$ cat config.mk
export PLATFORM = sky130hd
export DESIGN_NAME = page_walker
export DESIGN_NICKNAME = d
export VERILOG_FILES = /design/src/rtl/page_walker_pkg.sv /design/src/rtl/page_walker_addr_gen.sv /design/src/rtl/page_walker.sv
export SDC_FILE = /design/constraint.sdc
export NUM_CORES = 1
export LEC_CHECK = 0
export BUFFER_PORTS_ARGS = -buffer_cell sky130_fd_sc_hd__buf_2
export CAP_MARGIN = 20
export CORE_ASPECT_RATIO = 1.5
export CORE_MARGIN = 8
export CORE_UTILIZATION = 40
export DETAILED_ROUTE_END_ITERATION = 12
export PLACE_DENSITY = 0.66
export SETUP_SLACK_MARGIN = 0.5
export SLEW_MARGIN = 20
export SYNTH_ARGS = -nofsm -noshare
export SYNTH_HDL_FRONTEND = slang
export SYNTH_SLANG_ARGS = --single-unit
$ cat constraint.sdc
create_clock -name clk -period 11.6 [get_ports clk]
set_input_delay 2.32 -clock clk [delete_from_list [all_inputs] [get_ports clk]]
set_output_delay 2.32 -clock clk [all_outputs]
set_load 0.01 [all_outputs]
$ cat src/rtl/page_walker_pkg.sv
// Shared definitions for the page-table walker: FSM state encoding and PTE field positions.
package page_walker_pkg;

    typedef enum logic [1:0] {
        IDLE  = 2'd0,
        REQ   = 2'd1,
        DONE  = 2'd2,
        FAULT = 2'd3
    } ptw_state_t;

    localparam int PTE_VALID_BIT = 0;

endpackage

$ cat src/rtl/page_walker_addr_gen.sv
// PTE address generator: picks the va index field for the current level and
// scales it by the PTE stride onto the current table base (wraps mod 2^SADDR).
module ptw_addr_gen
    import page_walker_pkg::*;
#(
    parameter int SADDR  = 64,
    parameter int SIDX   = 9,
    parameter int NLEVEL = 4,
    parameter int SPTE   = 64,
    parameter int LW     = 2
) (
    input  logic [LW-1:0]          level,
    input  logic [SIDX*NLEVEL-1:0] vidx,
    input  logic [SADDR-1:0]       base,
    output logic [SADDR-1:0]       addr
);

    logic [SIDX-1:0] idx;

    // Level 0 owns the most significant index field.
    always_comb begin
        idx = '0;
        for (int l = 0; l < NLEVEL; l++) begin
            if (level == LW'(l))
                idx = vidx[SIDX*(NLEVEL-l)-1 -: SIDX];
        end
        addr = base + SADDR'(idx) * SADDR'(SPTE/8);
    end

endmodule

$ cat src/rtl/page_walker.sv
// Hardware page-table walker: TLB miss in, radix walk over a single-outstanding
// read port, one-cycle TLB insert out. Optional per-read timeout: PTW_TIMEOUT_EN.
module page_walker
    import page_walker_pkg::*;
#(
    parameter int SADDR   = 64,
    parameter int SPAGE   = 12,
    parameter int SPCID   = 12,
    parameter int NLEVEL  = 4,
    parameter int SIDX    = 9,
    parameter int SPTE    = 64,
    parameter int TIMEOUT = 255
) (
    input  logic             clk,
    input  logic             rst,
    input  logic             miss,
    input  logic [SADDR-1:0] va,
    input  logic [SPCID-1:0] pcid,
    input  logic [SADDR-1:0] root_pa,
    output logic             mem_req,
    output logic [SADDR-1:0] mem_addr,
    input  logic             mem_ack,
    input  logic [SPTE-1:0]  mem_rdata,
    output logic             insert,
    output logic [SADDR-1:0] ins_va,
    output logic [SPCID-1:0] ins_pcid,
    output logic [SADDR-1:0] pa,
    output logic             busy,
    output logic             fault
);

    localparam int LW = (NLEVEL > 1) ? $clog2(NLEVEL) : 1;

    ptw_state_t       state, nstate;
    logic [LW-1:0]    level;
    logic [SADDR-1:0] base;
    logic [SADDR-1:0] walk_va;
    logic [SPCID-1:0] walk_pcid;
    logic             pte_valid;
    logic [SADDR-1:0] next_base;
    logic             last;
    logic             tmo;

    assign pte_valid = mem_rdata[PTE_VALID_BIT];
    assign next_base = {mem_rdata[SADDR-1:SPAGE], {SPAGE{1'b0}}};
    assign last      = (level == LW'(NLEVEL-1));

`ifdef PTW_TIMEOUT_EN
    localparam int TW = $clog2(TIMEOUT + 1);
    logic [TW-1:0] tcnt;

    // An ack in the expiring cycle still wins, so only count ack-less cycles.
    assign tmo = !mem_ack && (tcnt == TW'(TIMEOUT - 1));

    always_ff @(posedge clk) begin
        if (rst || state != REQ || mem_ack)
            tcnt <= '0;
        else
            tcnt <= tcnt + 1'b1;
    end
`else
    assign tmo = 1'b0;
`endif

    always_ff @(posedge clk) begin
        if (rst)
            state <= IDLE;
        else
            state <= nstate;
    end

    always_comb begin
        nstate = state;
        unique case (state)
            IDLE:  if (miss) nstate = REQ;
            REQ: begin
                if (mem_ack) begin
                    if (!pte_valid)
                        nstate = FAULT;
                    else if (last)
                        nstate = DONE;
                end else if (tmo) begin
                    nstate = FAULT;
                end
            end
            DONE:  nstate = IDLE;
            FAULT: nstate = IDLE;
        endcase
    end

    always_comb begin
        mem_req = (state == REQ);
        insert  = (state == DONE);
        fault   = (state == FAULT);
        busy    = (state != IDLE);
    end

    // Insert fields only change on a successful leaf, so they hold across
    // faults, aborted walks and idle time.
    always_ff @(posedge clk) begin
        if (rst) begin
            level     <= '0;
            base      <= '0;
            walk_va   <= '0;
            walk_pcid <= '0;
            ins_va    <= '0;
            ins_pcid  <= '0;
            pa        <= '0;
        end else if (state == IDLE && miss) begin
            level     <= '0;
            base      <= root_pa;
            walk_va   <= va;
            walk_pcid <= pcid;
        end else if (state == REQ && mem_ack && pte_valid) begin
            if (last) begin
                pa       <= next_base;
                ins_va   <= walk_va;
                ins_pcid <= walk_pcid;
            end else begin
                base  <= next_base;
                level <= level + 1'b1;
            end
        end
    end

    ptw_addr_gen #(
        .SADDR  (SADDR),
        .SIDX   (SIDX),
        .NLEVEL (NLEVEL),
        .SPTE   (SPTE),
        .LW     (LW)
    ) u_addr_gen (
        .level (level),
        .vidx  (walk_va[SPAGE+SIDX*NLEVEL-1:SPAGE]),
        .base  (base),
        .addr  (mem_addr)
    );

endmodule

== Word-level counts from Yosys, hierarchy flattened ==
Index checks and enable logic that the tools add are counted.
Cells by class
  add/sub/neg operators: 2
  $mul: 0
  div/mod/pow operators: 0
  order comparisons: 0
  eq/ne operators: 10
  shift operators: 0
  multiplexer cells: 12
  bitwise logic cells: 2
  reductions and logical operators: 13
Operators with widths (count)
  $mux W64: 3
  $add A64 B12 Y64: 1
  $mux W9: 4
  $eq A2 B2 Y1 const B: 4
  $mux W2: 4
  $pmux W2 S3: 1
  $reduce_and A3 Y1: 2
  $eq A2 B1 Y1 const B: 2
  $logic_not A2 Y1: 2
  $ne A2 B1 Y1 const B: 2
  $reduce_and A2 Y1: 2
  $reduce_bool A2 Y1: 2
  $reduce_or A2 Y1: 2
  $logic_and A1 B1 Y1: 3
  $ne A3 B2 Y1 const B: 1
  $add A2 B1 Y2 const B: 1
  $ne A2 B2 Y1 const B: 1
  $not A1 Y1: 2
Word-level totals
  register bits after elaboration: 272
  latch bits: 0
  RAM bits: 0
  memory bits (read-only): 0
  bits of input ports: 208
  output and inout bits: 208
  logic and storage cells: 47
  memories kept: 0

== Depth between registers and ports, before layout ==
  depth after elaboration: 6
  gate-level depth with buffers: 19
  depth with buffers taken out: 17

== Cells and area by module ==
From an unflattened synthesis, not the netlist that was laid out.
Unflattened totals
  cells, all modules: 1579
  area, all modules: 12990.0 sq um
By module, submodules not included
  page_walker: instances 1, cells an instance 1309, area an instance 10945.5 sq um
  ptw_addr_gen: instances 1, cells an instance 270, area an instance 2044.5 sq um

== Worst setup path before layout ==
Ideal clock, no wire load.
  kind: flip-flop to output port
  start: register level[0]
  end: output mem_addr[47]
  arrival time: 3.469 ns
  data required time: 9.280 ns
  slack: 5.811 ns
  stages on the path, launching flop included: 17
  buffers on the path: 2
  cells stage by stage: dfxtp_1 ha_1 clkbuf_1 clkbuf_1 a21oi_1 nor2_1 a21oi_1 o21ai_0 ha_1 inv_1 fa_1 and2b_1 o2111ai_1 a21o_4 a2111oi_4 nand4_1 xnor2_1
Between the ends
  cells in the longest elaborated chain, start to end: 6
  elaborated cells on any way between the ends: 9
RTL lines
  from (decl): line page_walker.sv:35  | logic [LW-1:0] level;
  from (signal assigned): line page_walker.sv:121  | level <= level + 1'b1;
  $logic_not A2 Y1: line page_walker_addr_gen.sv:24  | if (level == LW'(l))
  $mux W9 (3 in series): line page_walker_addr_gen.sv:24
  $mux W9 *: line page_walker_addr_gen.sv:24
  $add A64 B12 Y64 *: line page_walker_addr_gen.sv:27  | addr = base + SADDR'(idx) * SADDR'(SPTE/8);
  to (decl): line page_walker.sv:21  | output logic [SADDR-1:0] mem_addr,
Every way passes the cells marked *; elsewhere a longest branch is shown, timed or not.

== Final worst setup path ==
Ends and elaborated chain as after synthesis.

==> results.txt <==
The run finished with clean final reports. Traced cell by cell, the critical path runs through ha_1 > a21oi_1 > nor2_1 > a21oi_1 > o21ai_0 > ha_1 > inv_1 > fa_1 > and2b_1 > o2111ai_1 > a21o_4 > a2111oi_4 > nand4_1 > xnor2_1 > buf_2. After synthesis, the share of flip-flops with an asynchronous set or reset is 0%. Entering global routing, the biggest net connects 107 pins. For the iteration-0 DRC count of the detailed router, the log shows 740. The tools report the setup violation total in the final timing report as 0. The core region is 0.0293 mm².

The count of buffers added on input and output ports is 392. Following the worst setup path forward leads to its endpoint at mem_addr[47]. The setup check on the worst reg-to-reg path leaves a slack of 8.60 ns. Synthesis instantiated 57 different standard cells from the library. STA puts the critical path data arrival time at 4.61 ns. Gate count after technology mapping: 1,570. The final max-slew violation count was 0.

The first global-routing pass estimated 61,600 µm of wire. Prior to clock tree synthesis, the placed netlist has a worst setup slack of 5.25 ns. The H-tree depth is 1, and the total DRC errors in the routed layout is 0. Setup repair after global routing left no endpoint under its margin.

Buffers inserted during clock tree synthesis total 27. The endpoint identified for the worst register-to-register timing path is ins_va[29]. Among all cell types in the netlist, the one instantiated most often is sky130_fd_sc_hd__nand2_1. In this run, synthesis produced a sequential element count of 272. After detailed routing, the number of vias per cell comes to 5.06. The largest buffer count on any clock path came out at 3. The number of gates resized after CTS was 0. Wire length after detailed routing: 41,300 µm. Summed over all failing endpoints, the final setup total negative slack is 0 ns. In this run the worst setup path begins at level[0]. The first-pass detailed-route iteration total is 7, and the weighted congestion at the end of routability-driven global placement is 0.886. The maximum fanout along the worst path was 18; the antenna violation net count after detailed routing was 0. STA classifies the critical path endpoint as a primary output. The final count of hold timing violations is 0. Relative to the synthesized area, the layout overhead comes to 25.8%.

In the final routed layout, each cell accounts on average for 17.9 µm. In this run, post-CTS hold repair placed 0 buffers. The number of antenna violations at the first check in global routing is 4, and the number of synthesized flops with an enable pin is 0. Post-synthesis cell area: 0.0119 mm². The initialized floorplan defines 77 standard-cell rows. Among all flip-flop cells after synthesis, the most frequent one is sky130_fd_sc_hd__dfxtp_1. STA classifies the critical path startpoint as a flop. Path type of the worst min-delay path: reg2reg.

Once placement finished, the instance area stood at 0.0139 mm². The worst register-to-register path begins at level[0]. The HPWL after detailed placement is 29,700 µm. The clock arrives with 0.0141 ns of skew.

The via count of the first global-routing pass is 11,063, and the die outline area is 0.0355 mm². The die is 227 µm tall. The net count of the finished layout is 2,110. From left edge to right edge, the die measures 157 µm. Sorting the synthesized cells by how often they occur yields 567 x sky130_fd_sc_hd__nand2_1, 272 x sky130_fd_sc_hd__dfxtp_1, 239 x sky130_fd_sc_hd__a21oi_1. Share of layout cells above drive strength 1: 25.0%. CTS placed an instance of sky130_fd_sc_hd__clkbuf_16 at the clock tree root.

Measured against its own limit, the worst slew margin works out to 27.6%. The startpoint-to-endpoint class of the critical path is reg2out. Counting every sink on the clock net gives 272. The maximum cell stage delay along the critical path works out to 0.64 ns.

The tool flagged a number of max-cap violations equal to 0. Counting cells, the worst reg-to-reg path comes to 6. The initial utilization of the core area, before any placement, comes to 40.5%. For the pin with the worst max-slew slack, the measured transition is 1.09 ns. For this design the ratio of total power to cell area is 145 mW/mm². After synthesis, the largest area contributor takes up 45.9% of total cell area. The average instance in the mapped netlist occupies 7.55 µm². Timing would allow up to 0.144 GHz. The final critical path takes up 59.7% of the cycle. Across the VDD grid, the largest voltage drop is 0.103 mV. For the post-route cell area, the log shows 0.0149 mm². TritonCTS built the clock tree. Sequential cells were found to cover 45.9% of the synthesized design area. For the worst setup path, the data required time is 9.28 ns. At the end of the flow the core is filled with cells to 50.9%. The tools report the number of warnings printed during yosys synthesis as 0. The detailed router placed 11,670 vias in this run. The cell with the largest stage delay on the worst path is sky130_fd_sc_hd__a2111oi_4.

The tools report the number of top-level design ports as 416. By area the synthesized netlist is led by sky130_fd_sc_hd__dfxtp_1 46%, sky130_fd_sc_hd__nand2_1 18%, sky130_fd_sc_hd__a21oi_1 10%, sky130_fd_sc_hd__a311oi_1 3.8%, sky130_fd_sc_hd__clkbuf_1 3.2%. The latest clock arrival within the worst-skew pair is 0.53 ns. The startpoint identified for the worst hold timing path is walk_pcid[2].

Setup slack on the critical path of the routed design comes to 4.67 ns. Once the clock tree was built, the setup fixing pass inserted 0 buffers. The tools report the reported leakage power as 6.36 nW. Global routing consumed, over all layers together, 21.8% of the routing resources. The total overflow left after global routing is 0.

The worst path in the final design needs a cycle of 6.93 ns, including I/O delays and setup. The clock-pin slew on the worst setup and hold paths is 0.07 ns. The synthesized design spends more area on one cell type than any other, namely sky130_fd_sc_hd__dfxtp_1.
## worst max-delay path, delay by kind of cell (launching register included)
family	cells	cell delay (ns)
compound gates	6	1.53
fa+ha+maj	3	1.10
simple gates	3	0.55
flops	1	0.40
xor+xnor	1	0.26
buf+inv	2	0.25
## flip-flops by register name, summed over array words and instances (netlist names)
name and flops:
base 64, ins_va 64, walk_va 64, pa 52, ins_pcid 12, walk_pcid 12, level 2, state 2
## metal layers
layer | up-vias | GRT usage (%) | share of wire [%] | wire length (µm)
met4 | 0 | 9.18 | 3.2 | 1310
met3 | 65 | 3.83 | 7.0 | 2900
met5 | - | 0 | 0 | 0
met2 | 428 | 39.5 | 52 | 21300
li1 | 5806 | - | - | -
met1 | 5371 | 24.5 | 38 | 15700
## logic make-up after synthesis
| logic type | after synthesis | synth area share (%) |
|---|---|---|
| compound gates | 321 | 16.1 |
| mux | 2 | 0.169 |
| fa+ha+maj | 14 | 1.54 |
| buf+inv | 148 | 5.19 |
| xor+xnor | 60 | 4.43 |
| other cells | 1 | 0.0316 |
| flops | 272 | 45.9 |
| simple gates | 752 | 26.6 |
## worst min-delay path by stage
stage | to | depth (start not counted)
finish | ins_pcid[2] | 2
CTS | ins_va[45] | 2
detailed placement | pa[44] | 2
floorplan | ins_pcid[0] | 2
global placement | ins_va[7] | 2
global route | ins_pcid[11] | 2
## metrics by stage
step                cells  total power, mW  hold slack [ns]
finish               2306             2.16            0.447
global route         2306             2.25            0.463
CTS                  2301             2.18            0.452
detailed placement   2253             1.24            0.443
global placement     2253             1.24            0.436
floorplan            1581             1.14            0.432
## placed cells by master (no fill, tap or decap), types with 3 or more instances in the layout
master,Yosys,final
sky130_fd_sc_hd__and3_1,6,6
sky130_fd_sc_hd__dfxtp_1,272,272
sky130_fd_sc_hd__nand3_1,29,29
sky130_fd_sc_hd__nor3_2,5,4
sky130_fd_sc_hd__xor2_1,27,27
sky130_fd_sc_hd__a21oi_1,239,239
sky130_fd_sc_hd__o21ai_0,8,8
sky130_fd_sc_hd__inv_1,23,23
sky130_fd_sc_hd__and2_1,4,3
sky130_fd_sc_hd__nor4_2,4,4
sky130_fd_sc_hd__bufinv_16,0,5
sky130_fd_sc_hd__nand2_1,567,566
sky130_fd_sc_hd__buf_4,15,10
sky130_fd_sc_hd__buf_2,3,391
sky130_fd_sc_hd__a21o_1,7,7
sky130_fd_sc_hd__nand4_1,18,18
sky130_fd_sc_hd__diode_2,0,4
sky130_fd_sc_hd__ha_1,13,13
sky130_fd_sc_hd__nor2_1,88,87
sky130_fd_sc_hd__a311oi_1,52,52
sky130_fd_sc_hd__nor3_1,8,8
sky130_fd_sc_hd__clkbuf_1,102,5
sky130_fd_sc_hd__clkbuf_16,0,27
sky130_fd_sc_hd__xnor2_1,33,33
sky130_fd_sc_hd__clkinv_2,0,4
sky130_fd_sc_hd__conb_1,1,12
sky130_fd_sc_hd__clkbuf_8,0,5
## where the power goes
group	leakage [nW]	total [mW]	internal [mW]	switching, mW
Clock	0.463	0.939	0.566	0.373
Combinational	3.68	0.216	0.0840	0.132
Sequential	2.22	1.01	0.969	0.0373
## cell type report
type | instances | area (µm²)
antenna | 4 | 10.0
clock buffer | 36 | 749
clock inverter | 12 | 195
fill | 2966 | 14400
inverter | 23 | 86.3
multi-input combinational | 1161 | 5860
sequential | 272 | 5450
tap | 395 | 494
timing repair buffer | 403 | 2070
No activity file was read; power rests on OpenSTA's default activity.
